$ cat src/rtl/lockstep_pkg.sv
`default_nettype none
// +----------------------------------------------------------------------+
// | lockstep_pkg                                                         |
// | Shared types, register map and helpers for the lockstep sequencer.   |
// | Rev 1.0                                                              |
// +----------------------------------------------------------------------+
package lockstep_pkg;

    // Encoding is visible to software through STATUS[1:0].
    typedef enum logic [1:0] {
        ST_OFF    = 2'd0,
        ST_HALT   = 2'd1,
        ST_LOCKED = 2'd2,
        ST_ERROR  = 2'd3
    } state_e;

    localparam logic [31:0] c_default_base_addr = 32'h1020_2800;

    localparam logic [31:0] c_offs_ctrl   = 32'h0000_0000;
    localparam logic [31:0] c_offs_status = 32'h0000_0004;
    localparam logic [31:0] c_offs_tmo    = 32'h0000_0008;

    localparam int c_ctrl_en_bit      = 0;
    localparam int c_ctrl_clr_bit     = 1;
    localparam int c_status_err_bit   = 8;
    localparam int c_status_cause_bit = 9;
    localparam int c_status_cnt_lsb   = 16;

    typedef struct packed {
        state_e      state;
        logic        err;
        logic        cause;
        logic [15:0] mis_cnt;
    } status_t;

    function automatic logic [31:0] pack_status(input status_t s);
        logic [31:0] v;
        v                              = '0;
        v[1:0]                         = s.state;
        v[c_status_err_bit]            = s.err;
        v[c_status_cause_bit]          = s.cause;
        v[c_status_cnt_lsb +: 16]      = s.mis_cnt;
        return v;
    endfunction

endpackage
`default_nettype wire

$ cat src/rtl/lockstep_regif.sv
`default_nettype none
// +----------------------------------------------------------------------+
// | lockstep_regif                                                       |
// | Peripheral slave decode, CTRL/TMO registers and response pipeline.   |
// | Rev 1.0                                                              |
// +----------------------------------------------------------------------+
module lockstep_regif
    import lockstep_pkg::*;
#(
    parameter int          ID_WIDTH  = 5,
    parameter logic [31:0] BASE_ADDR = c_default_base_addr,
    parameter int          TMO_W     = 8
) (
    input  logic                clk_i,
    input  logic                rst_ni,
    input  logic                req_i,
    input  logic [31:0]         addr_i,
    input  logic                wen_i,
    input  logic [31:0]         wdata_i,
    input  logic [3:0]          be_i,
    input  logic [ID_WIDTH-1:0] id_i,
    output logic                gnt_o,
    output logic                r_valid_o,
    output logic                r_opc_o,
    output logic [ID_WIDTH-1:0] r_id_o,
    output logic [31:0]         r_rdata_o,
    output logic                en_o,
    output logic                clr_err_o,
    output logic [TMO_W-1:0]    tmo_o,
    input  status_t             status_i
);

    logic                w_wr;
    logic                w_rd;
    logic                w_sel_ctrl;
    logic                w_sel_status;
    logic                w_sel_tmo;
    logic [31:0]         w_rdata;
    logic [TMO_W-1:0]    w_tmo_next;
    logic                w_unused_ok;

    logic                r_en;
    logic                r_clr_err;
    logic [TMO_W-1:0]    r_tmo;
    logic                r_valid;
    logic [ID_WIDTH-1:0] r_id;
    logic [31:0]         r_rdata;

    assign w_wr         = req_i & ~wen_i;
    assign w_rd         = req_i &  wen_i;
    assign w_sel_ctrl   = (addr_i == BASE_ADDR + c_offs_ctrl);
    assign w_sel_status = (addr_i == BASE_ADDR + c_offs_status);
    assign w_sel_tmo    = (addr_i == BASE_ADDR + c_offs_tmo);

    // Only part of the write data / byte enables reaches a register.
    assign w_unused_ok  = ^{wdata_i, be_i};

    always_comb begin
        w_rdata = '0;
        if (w_sel_ctrl) begin
            w_rdata[c_ctrl_en_bit] = r_en;
        end else if (w_sel_status) begin
            w_rdata = pack_status(status_i);
        end else if (w_sel_tmo) begin
            w_rdata[TMO_W-1:0] = r_tmo;
        end
    end

    always_comb begin
        w_tmo_next = r_tmo;
        for (int i = 0; i < TMO_W; i++) begin
            if (be_i[i[4:3]]) begin
                w_tmo_next[i] = wdata_i[i[4:0]];
            end
        end
    end

    always_ff @(posedge clk_i or negedge rst_ni) begin
        if (!rst_ni) begin
            r_en      <= 1'b0;
            r_clr_err <= 1'b0;
            r_tmo     <= '1;
            r_valid   <= 1'b0;
            r_id      <= '0;
            r_rdata   <= '0;
        end else begin
            r_valid   <= req_i;
            r_id      <= id_i;
            r_rdata   <= w_rd ? w_rdata : 32'h0;
            r_clr_err <= w_wr & w_sel_ctrl & be_i[0] & wdata_i[c_ctrl_clr_bit];
            if (w_wr && w_sel_ctrl && be_i[0]) begin
                r_en <= wdata_i[c_ctrl_en_bit];
            end
            if (w_wr && w_sel_tmo) begin
                r_tmo <= w_tmo_next;
            end
        end
    end

    assign gnt_o     = 1'b1;
    assign r_opc_o   = 1'b0;
    assign r_valid_o = r_valid;
    assign r_id_o    = r_id;
    assign r_rdata_o = r_rdata;
    assign en_o      = r_en;
    assign clr_err_o = r_clr_err;
    assign tmo_o     = r_tmo;

endmodule
`default_nettype wire

$ cat src/rtl/lockstep_sequencer.sv
`default_nettype none
// +----------------------------------------------------------------------+
// | lockstep_sequencer                                                   |
// | Halts and resynchronises the core pair, then supervises comparison.  |
// | Rev 1.0                                                              |
// +----------------------------------------------------------------------+
module lockstep_sequencer
    import lockstep_pkg::*;
#(
    parameter int          ID_WIDTH  = 5,
    parameter logic [31:0] BASE_ADDR = 32'h1020_2800,
    parameter int          TMO_W     = 8
) (
    input  logic                clk_i,
    input  logic                rst_ni,
    input  logic                req_i,
    input  logic [31:0]         addr_i,
    input  logic                wen_i,
    input  logic [31:0]         wdata_i,
    input  logic [3:0]          be_i,
    input  logic [ID_WIDTH-1:0] id_i,
    output logic                gnt_o,
    output logic                r_valid_o,
    output logic                r_opc_o,
    output logic [ID_WIDTH-1:0] r_id_o,
    output logic [31:0]         r_rdata_o,
    output logic [1:0]          halt_req_o,
    input  logic [1:0]          halted_i,
    output logic                resume_o,
    input  logic                cmp_valid_i,
    input  logic                cmp_mismatch_i,
    output logic                lockstep_en_o,
    output logic                err_irq_o
);

    logic             w_en;
    logic             w_clr_err;
    logic [TMO_W-1:0] w_tmo;
    logic             w_hit;
    status_t          w_status;

    state_e           r_state;
    logic [TMO_W-1:0] r_cnt;
    logic             r_err;
    logic             r_cause;
    logic [15:0]      r_mis_cnt;

    lockstep_regif #(
        .ID_WIDTH  (ID_WIDTH),
        .BASE_ADDR (BASE_ADDR),
        .TMO_W     (TMO_W)
    ) u_regif (
        .clk_i     (clk_i),
        .rst_ni    (rst_ni),
        .req_i     (req_i),
        .addr_i    (addr_i),
        .wen_i     (wen_i),
        .wdata_i   (wdata_i),
        .be_i      (be_i),
        .id_i      (id_i),
        .gnt_o     (gnt_o),
        .r_valid_o (r_valid_o),
        .r_opc_o   (r_opc_o),
        .r_id_o    (r_id_o),
        .r_rdata_o (r_rdata_o),
        .en_o      (w_en),
        .clr_err_o (w_clr_err),
        .tmo_o     (w_tmo),
        .status_i  (w_status)
    );

    assign w_status.state   = r_state;
    assign w_status.err     = r_err;
    assign w_status.cause   = r_cause;
    assign w_status.mis_cnt = r_mis_cnt;

    // A mismatch only counts while locked, even on the cycle EN drops.
    assign w_hit = (r_state == ST_LOCKED) & cmp_valid_i & cmp_mismatch_i;

    assign err_irq_o = r_err;

    always_ff @(posedge clk_i or negedge rst_ni) begin
        if (!rst_ni) begin
            r_state       <= ST_OFF;
            r_cnt         <= '0;
            r_err         <= 1'b0;
            r_cause       <= 1'b0;
            r_mis_cnt     <= '0;
            halt_req_o    <= 2'b00;
            resume_o      <= 1'b0;
            lockstep_en_o <= 1'b0;
        end else begin
            resume_o <= 1'b0;
            if (w_hit && (r_mis_cnt != 16'hFFFF)) begin
                r_mis_cnt <= r_mis_cnt + 16'd1;
            end
            // Clear first so a simultaneous new error still wins.
            if (w_clr_err) begin
                r_err <= 1'b0;
            end
            if (!w_en) begin
                r_state       <= ST_OFF;
                halt_req_o    <= 2'b00;
                lockstep_en_o <= 1'b0;
                if (w_hit) begin
                    r_err   <= 1'b1;
                    r_cause <= 1'b0;
                end
            end else begin
                case (r_state)
                    ST_OFF: begin
                        r_state    <= ST_HALT;
                        r_cnt      <= w_tmo;
                        halt_req_o <= 2'b11;
                    end
                    ST_HALT: begin
                        if (halted_i == 2'b11) begin
                            r_state       <= ST_LOCKED;
                            resume_o      <= 1'b1;
                            halt_req_o    <= 2'b00;
                            lockstep_en_o <= 1'b1;
                        end else if (r_cnt == '0) begin
                            r_state    <= ST_ERROR;
                            r_err      <= 1'b1;
                            r_cause    <= 1'b1;
                            halt_req_o <= 2'b00;
                        end else begin
                            r_cnt <= r_cnt - TMO_W'(1);
                        end
                    end
                    ST_LOCKED: begin
                        if (w_hit) begin
                            r_state       <= ST_ERROR;
                            r_err         <= 1'b1;
                            r_cause       <= 1'b0;
                            lockstep_en_o <= 1'b0;
                        end
                    end
                    ST_ERROR: begin
                        if (w_clr_err) begin
                            r_state    <= ST_HALT;
                            r_cnt      <= w_tmo;
                            halt_req_o <= 2'b11;
                        end
                    end
                    default: begin
                        r_state <= ST_OFF;
                    end
                endcase
            end
        end
    end

endmodule
`default_nettype wire

$ cat config.mk
export PLATFORM = sky130hd
export DESIGN_NAME = lockstep_sequencer
export DESIGN_NICKNAME = d
export VERILOG_FILES = /design/src/rtl/lockstep_pkg.sv /design/src/rtl/lockstep_regif.sv /design/src/rtl/lockstep_sequencer.sv
export SDC_FILE = /design/constraint.sdc
export NUM_CORES = 1
export LEC_CHECK = 0
export ABC_CLOCK_PERIOD_IN_PS = 4500
export CAP_MARGIN = 20
export CORE_ASPECT_RATIO = 1.4
export CORE_MARGIN = 2
export CORE_UTILIZATION = 48
export DETAILED_ROUTE_END_ITERATION = 10
export PLACE_DENSITY = 0.88
export SKIP_LAST_GASP = 1
export SYNTH_ARGS = -nofsm -noshare
export SYNTH_HDL_FRONTEND = slang
export SYNTH_HIERARCHICAL = 1
export SYNTH_SLANG_ARGS = --single-unit
export TNS_END_PERCENT = 5
$ cat constraint.sdc
create_clock -name clk_i -period 4.5 [get_ports clk_i]
set_input_delay 1.125 -clock clk_i [delete_from_list [all_inputs] [get_ports clk_i]]
set_output_delay 1.125 -clock clk_i [all_outputs]
set_load 0.05 [all_outputs]
# [Word level (Yosys, flattened, before mapping)]
# Cells that the tools add are included.
[totals] reg_bits=80 input_bits=81 out_inout_bits=45 wordCells=95
[classes] n_addsub=2 n_eq_ne=19 mux=39 bitwise_logic=8 n_reduce_logical=13
[ops] cell="$eq 32x29->1 const B" n=3
[ops] cell="$mux 8" n=5
[ops] cell="$mux 32" n=1
[ops] cell="$mux 31" n=1
[ops] cell="$mux 24" n=1
[ops] cell="$pmux 8 s3" n=1
[ops] cell="$mux 2" n=9
[ops] cell="$ne 3x3->1 const B" n=6
[ops] cell="$add 16x1->16 const B" n=1
[ops] cell="$mux 1" n=16
[ops] cell="$ne 16x16->1 const B" n=1
[ops] cell="$reduce_and 3->1" n=4
[ops] cell="$logic_not 8->1" n=1
[ops] cell="$ne 4x4->1 const B" n=2
[ops] cell="$pmux 2 s4" n=1
[ops] cell="$sub 8x1->8 const B" n=1
[ops] cell="$and 1x1->1" n=7
[ops] cell="$eq 2x2->1 const B" n=3
[ops] cell="$pmux 1 s2" n=3
[ops] cell="$pmux 2 s3" n=1
[ops] cell="$reduce_and 5->1" n=1
[ops] cell="$logic_and 1x1->1" n=4
[ops] cell="$ne 2x2->1 const B" n=2
[ops] cell="$reduce_bool 3->1" n=1
[ops] cell="5 further kinds" n=5

# [Logic depth before layout (Yosys ltp)]
# Gate-level depths: netlist of the first run.
[depth] word_depth=6 mapped_depth=6 ltp_nobuf=6

# [By module]
# Netlist of the first run, hierarchy kept.
[modules_own_cells] module="lockstep_sequencer" n_inst=1 cells_each=187 area_per_inst_um2=1801.7 seq_area_each_um2=775.7
[modules_own_cells] module="lockstep_regif" n_inst=1 cells_each=118 area_per_inst_um2=1616.6 seq_area_each_um2=1061.0

# [Worst setup path before layout of the first run]
# No wires, ideal clock.
[synth_timing] path_type="input-to-reg" start="in addr_i[29]" end="reg u_regif.r_tmo[0], in the netlist u_regif/tmo_o[0]" setup_time_ps=82 arrival_ps=2603 t_required_ps=4418 setup_slack_ps=1815 stages=4 path_buffers=0 path_cell_list="nor4b_1 nand4_2 nor4_4 mux2_2"
[synth_between] elab_chain_cells=3
[synth_rtl] element="start: declaration" line_no="lockstep_sequencer.sv:17" source="input logic [31:0] addr_i,"
[synth_rtl] element="$eq 32x29->1" line_no="lockstep_regif.sv:53" source="assign w_sel_tmo = (addr_i == BASE_ADDR + c_offs_tmo);"
[synth_rtl] element="$logic_and 1x1->1" line_no="lockstep_regif.sv:94" source="if (w_wr && w_sel_tmo) begin"
[synth_rtl] element="$reduce_and 2->1 (no line)"
[synth_rtl] element="end signal: assignment" line_no="lockstep_regif.sv:95" source="r_tmo <= w_tmo_next;"
[synth_rtl] element="end: declaration" line_no="lockstep_regif.sv:44" source="logic [TMO_W-1:0] r_tmo;"
# Every way passes these cells.
# A chain may end at the register's enable or synchronous reset.

# [Worst setup path in the final report of the first run]
[layout_timing] start="in addr_i[13]" end="reg u_regif.r_tmo[7], in the netlist u_regif/tmo_o[7]"
# The elaborated chain is that of the path after synthesis.

==> flow_summary.toml, run 1 <==
[run_status]
status = "finished, final reports clean"

[synthesis]
synth.area.mux_share = 0.04173
synth_compound_area_frac = 0.09590
avgSynthCellArea_sq_um = 11.21
synth-seq-area-share = 0.5373
ys_ff_latch = 73
synth_cell_types = 50
ys_async_sr_fraction = 1.000
synth-main-ff-cell = "dfrtp_1"
synthSimpleGateAreaFrac = 0.2291
synthCells = 305
synthXorXnorAreaFrac = 0.03075
synth_fa_ha_area_frac = 0.02562
synth_top_family_by_area = "simple AND/OR/NAND/NOR gates"
synth_area_leaders = "dfrtp_1 48%, dfstp_2 6.1%, and2_1 5.1%"
synthDominantCellAreaShare = 0.4758
synth_warnings = 6
synth_edf_count = 0
synth_top_area_cell = "dfrtp_1"
synth_area_sq_um = 3418

[grt]
grt_max_degree = 64
antenna_found_initial = 0
grtUsageMet1 = 0.2340
met2_usage = 0.3429
met3_usage = 0.03682
grt.busiest_layer = "met2"
grt_first_pass_wirelength_mm = 12.38
track_usage = 0.2010
first_global_vias = 2777
grt_overflow = 0

[die]
die_x_um = 75.32
rows = 36
die_height_um = 103.9
initial_core_util = 0.4928
die_area_sq_um = 7822
core_area_sq_um = 6937
io_pins = 126

[clock_network]
hold_buffers = 0
clk_latency_ns = 0.34
clk_path_buf_depth = 2
cts_resized = 0
htree_num_levels = 3
post_cts_buffers = 0
cts_tree = "done"
clkTransAtPathRegs_ns = 0.07
clkSinkCount = 73
root_buffer = "clkbuf_8"
cts_buffers = 9

[final_layout]
drive_gt1_frac = 0.1232
diodes = 0
area_growth_syn_to_layout_pct = 34.99
stdcell_count = 501
design_area_sq_um = 4614
nets = 489

[timing]
fmax_ghz = 0.3234
drv_slew = 0
finalCriticalPeriod_ns = 3.092
final.setup.worst_slack_ns = 1.408
hold_viol = 0
setup_viol = 0
clock_skew_ns = 0.006606
slew_headroom = 0.4428
min_period_over_period = 0.6871
tightest_slew_ns = 0.8282
fin_setup_tns_ns = 0
rsz0062_at_grt = "false"

[route]
viasPerCell = 5.419
drcViolationCount = 0
drt_pass1_iterations = 4
detail_route.wl_per_cell_um = 14.49
wirelength_mm = 7.261
drt_iter0_markers = 111
detail-route-antenna-nets = 0
via_count = 2715

[place]
hpwl_mm = 5.485
io_buffers = 90
routabilityCongestion = 0.8956
placed_area_sq_um = 4380
place_ws_ns = 1.065
dpl.cell_count = 484

[setup_path]
regToRegSetupSlack_ns = 2.22
crit_slowest_cell = "nor4_4"
worstPathRequired_ns = 4.77
critPathArrivalTime_ns = 3.36
cp-end-kind = "register"
regToRegStartpoint = "r_state[0]"
r2r_cells = 6
critical_path.startpoint_type = "primary input"
cpPeakStageDelay_ns = 0.69
crit_type = "in2reg"
worstReg2RegEnd = "r_mis_cnt[12]"
cp_cell_sequence = "clkdlybuf4s50_1, nor4bb_1, nand4_1, nor4_4, mux2_2"
crit_fanout = 8

[pwr]
power_density_nw_per_um2 = 291.4
ir_worst_vdd_mv = 0.2068
total_power_mw = 1.344
leakagePower_nw = 1.982

[min_path]
hold_start = "r_cause"
hp-class = "reg2reg"
holdPathEnd = "u_regif/r_rdata_o[9]"
holdPathStages = 1

[flow_run]
drv_cap = 0
## cell usage after synthesis, drive strengths merged, types with 4 or more instances
cell	instances
nor2	12
inv	12
nand2b	4
ha	7
a21oi	12
nor4b	5
mux2	10
dfrtp	65
nor4	15
a31oi	7
o21ai	11
xor2	7
nand3	9
buf	9
nand2	15
nor3	7
clkbuf	4
nand4	12
dfstp	8
and2	28
xnor2	5
## per-stage QoR
stage | utilization | hold slack, ns
final | 0.6652 | 0.5029
after global routing | 0.6652 | 0.5234
after CTS | 0.6645 | 0.5021
after detailed placement | 0.6315 | 0.4868
after global placement | 0.6315 | 0.4780
after floorplan | - | 0.4464
## flip-flops by register name (all words and copies together) (netlist names)
signal and count:
r_cnt 8, lockstep_en_o 1, u_regif/r_rdata_o 26, resume_o 1
u_regif/en_o 1, halt_req_o 1, u_regif/tmo_o 8, u_regif/r_id_o 5
r_cause 1, u_regif/clr_err_o 1, u_regif/r_valid_o 1, r_mis_cnt 16
err_irq_o 1, r_state 2
## cell families (layout without fill, tap and decap cells)
logic type	after synthesis	in the layout
and+or+nand+nor	123	123
AOI/OAI and AO/OA	50	50
adders and majority gates	7	7
other	2	8
xor gates and xnor gates	12	12
buffers and inverters	25	120
muxes	13	13
DFF	73	73
## critical path: cells and delay by family
| family | cells | cell delay [ns] |
|---|---|---|
| simple gates | 3 | 1.38 |
| buf+inv | 1 | 0.45 |
| mux | 1 | 0.41 |
## layout make-up
| cell class | count | area (sq um) |
|---|---|---|
| repair buffers | 92 | 908.4 |
| clock buffers | 11 | 151.4 |
| inverters | 12 | 45.04 |
| clock inverters | 5 | 77.57 |
| well taps | 95 | 118.9 |
| flip-flops and latches | 73 | 1837 |
| multi-input cells | 213 | 1476 |
| fillers | 519 | 2322 |
## layout by cell type (no fill, tap or decap), types with 9 or more instances in the layout
cell / n
a21oi_1: 12
nand4_1: 10
and2_1: 28
inv_1: 12
clkbuf_8: 11
nor4_1: 12
dfrtp_1: 65
nand2_1: 15
nor2_1: 12
clkdlybuf4s50_1: 89
nand3_1: 9
mux2_2: 10
o21ai_0: 11
## how the worst max path moves through the flow
stage / from / slack [ns] / cells past startpoint / endpoint
after floorplan: addr_i[29] / 1.81 / 4 / u_regif/tmo_o[0]
after global placement: addr_i[29] / 1.16 / 5 / u_regif/tmo_o[5]
after detailed placement: addr_i[13] / 1.06 / 5 / u_regif/tmo_o[1]
after CTS: addr_i[13] / 1.41 / 5 / u_regif/tmo_o[1]
after global routing: addr_i[7] / 1.25 / 5 / u_regif/tmo_o[7]
final: addr_i[13] / 1.41 / 5 / u_regif/tmo_o[7]
## where the power goes
| part | internal [mW] | switching (mW) |
|---|---|---|
| Combinational | 0.0505 | 0.0557 |
| Sequential | 0.660 | 0.00202 |
| Clock | 0.340 | 0.236 |
| Total | 1.05 | 0.293 |
## routing by layer
layer / share of wire / vias to the layer above
met5: 0 / -
met4: 0.019 / 0
met3: 0.055 / 13
met2: 0.55 / 105
met1: 0.37 / 1316
li1: - / 1281
No activity file was read; power rests on OpenSTA's default activity.
==> run 2: changes to the inputs <==
--- a/config.mk
+++ b/config.mk
@@ -5,13 +5,13 @@
 export SDC_FILE = /design/constraint.sdc
 export NUM_CORES = 1
 export LEC_CHECK = 0
-export ABC_CLOCK_PERIOD_IN_PS = 4500
+export ABC_CLOCK_PERIOD_IN_PS = 3200
 export CAP_MARGIN = 20
 export CORE_ASPECT_RATIO = 1.4
 export CORE_MARGIN = 2
-export CORE_UTILIZATION = 48
+export CORE_UTILIZATION = 45
 export DETAILED_ROUTE_END_ITERATION = 10
-export PLACE_DENSITY = 0.88
+export PLACE_DENSITY = 0.83
 export SKIP_LAST_GASP = 1
 export SYNTH_ARGS = -nofsm -noshare
 export SYNTH_HDL_FRONTEND = slang
==> constraint.sdc (replaced) <==
create_clock -name clk_i -period 3.2 [get_ports clk_i]
set_input_delay 0.8 -clock clk_i [delete_from_list [all_inputs] [get_ports clk_i]]
set_output_delay 0.8 -clock clk_i [all_outputs]
set_load 0.05 [all_outputs]
==> run 2 against run 1 <==
Against the previous run:
- cell area about the same
- combinational power increased by 42%
- sequential cell count unchanged
- clock skew decreased by 0.0024 ns
- wire length decreased by 0.79%
- die area increased by 6.4%
- sequential share of layout area about the same
- via count decreased by 0.77%
- first-iteration DRC count increased by 16%
- sequential power increased by 41%
- non-clock buffer count increased by 4
- critical path type unchanged
==> flow_summary.toml, run 2 (synthesis results as in run 1) <==
[place]
dpl.cell_count = 491
hpwl_mm = 5.473
routabilityCongestion = 0.8446
placed_area_sq_um = 4433
io_buffers = 90

[pwr]
ir_worst_vdd_mv = 0.2506
leakagePower_nw = 1.985
power_density_nw_per_um2 = 379.8
p_seq_frac = 0.531
comb_power_share = 0.086
clkPwrFrac = 0.383
total_power_mw = 1.754
switching_share = 0.2325
switching_power_uw = 407.7
power.internal_mw = 1.346

[die]
die_x_um = 77.66
die_height_um = 107.1
io_pins = 126
initial_core_util = 0.4644
core_area_sq_um = 7361
die_area_sq_um = 8319
rows = 37

[setup_path]
startpoint = "addr_i[30]"
cp_cell_sequence = "clkdlybuf4s50_1, nor4_1, nand4_2, nor4_4, buf_4, mux2_2"
crit_fanout = 8
regToRegSetupSlack_ns = 0.93
critical_path.startpoint_type = "primary input"
crit_slowest_cell = "clkdlybuf4s50_1"
cp-end-kind = "register"
cpPeakStageDelay_ns = 0.40
crit_type = "in2reg"
worstPathRequired_ns = 3.48
critical-path-top-delay-family = "simple AND/OR/NAND/NOR gates"
cp.buffers_inverters = 2
regToRegStartpoint = "r_state[0]"
critPathArrivalTime_ns = 2.76

[route]
wl_met1_mm = 2.645
top_layer_used = "met4"
wl_met3_um = 466
drt_pass1_iterations = 4
drt_iter0_markers = 129
detail_route.wl_per_cell_um = 14.21
detail-route-antenna-nets = 0
via_count = 2694
route.met2.wl_mm = 3.966
drcViolationCount = 0
wirelength_mm = 7.204
viasPerCell = 5.314

[clock_network]
clk_latency_ns = 0.35
clkSinkCount = 73
post_cts_buffers = 0
hold_buffers = 0
cts_resized = 0
cts_buffers = 9
htree_num_levels = 3
clk_path_buf_depth = 2
root_buffer = "clkbuf_8"
clkTransAtPathRegs_ns = 0.07
cts_tree = "done"

[final_layout]
design_area_sq_um = 4618
largest_reg_flops = 26
n_fill_cell = 597
drive_gt1_frac = 0.1268
final_common_cell = "clkdlybuf4s50_1"
stdcell_count = 507
final_cell_mix = "89 x clkdlybuf4s50_1, 65 x dfrtp_1, 28 x and2_1"
nets = 493
area_growth_syn_to_layout_pct = 35.10
utilization = 0.6274
diodes = 0

[run_status]
status = "finished, final reports clean"

[timing]
rsz0062_at_grt = "false"
clock_skew_ns = 0.004243
slew_headroom = 0.4694
hold_viol = 0
fmax_ghz = 0.4033
fin_setup_tns_ns = 0
drv_slew = 0
setup_viol = 0
min_period_over_period = 0.7749
finalCriticalPeriod_ns = 2.480
tightest_slew_ns = 0.7899

[grt]
first_global_vias = 2685
grt_overflow = 0
antenna_found_initial = 0
grt_max_degree = 50
grt_first_pass_wirelength_mm = 12.03
track_usage = 0.1842

[flow_run]
drv_cap = 0

[min_path]
hp-class = "in2async"
[run 2: cell type report]
cell class                 count  area [sq um]  share of cell area
clock inverter                 2         12.51            0.002709
sequential                    73          1837              0.3977
clock buffer                  14         172.7             0.03739
multi-input combinational    213          1476              0.3197
tap                           97         121.4             0.02628
timing repair buffer          96         953.4              0.2064
inverter                      12         45.04            0.009753
[run 2: worst register-to-register path, cell delays in order, from the launching register on]
cell	delay [ns]
dfrtp_1	0.43
inv_1	0.11
ha_1	0.32
nand3_1	0.26
nor4_1	0.66
nand4b_1	0.21
xnor2_1	0.17
[run 2: metal layers]
layer | vias to the layer above | global-route usage
li1 | 1293 | -
met1 | 1289 | 0.1920
met2 | 101 | 0.3417
met3 | 11 | 0.04882
met4 | 0 | 0.08036
met5 | - | 0
[run 2: final timing paths]
| kind | end | depth (start not counted) |
|---|---|---|
| worst max-delay path | u_regif/tmo_o[4] | 6 |
| worst min-delay path | u_regif/r_id_o[1] | 1 |
| worst max register to register | r_mis_cnt[12] | 6 |
| worst min register to register | r_mis_cnt[13] | 1 |
| max in group asynchronous | u_regif/tmo_o[0] | 2 |
| min in group clk_i | r_mis_cnt[13] | 1 |
[run 2: power groups by stage]
stage	logic (mW)	clock network, mW	registers (mW)
6_report	0.151	0.671	0.932
5_1_grt	0.163	0.727	0.932
4_1_cts	0.153	0.683	0.932
3_5_place_dp	0.153	0	0.949
3_3_place_gp	0.151	0	0.949
2_1_floorplan	0.0429	0	0.965
[run 2: stage by stage]
stage / worst slack, ns / hold WS, ns
after floorplan: 0.8397 / 0.4464
after global placement: 0.3652 / 0.4774
after detailed placement: 0.3122 / 0.4867
after CTS: 0.6867 / 0.4366
after global routing: 0.5687 / 0.4698
final: 0.7205 / 0.4301
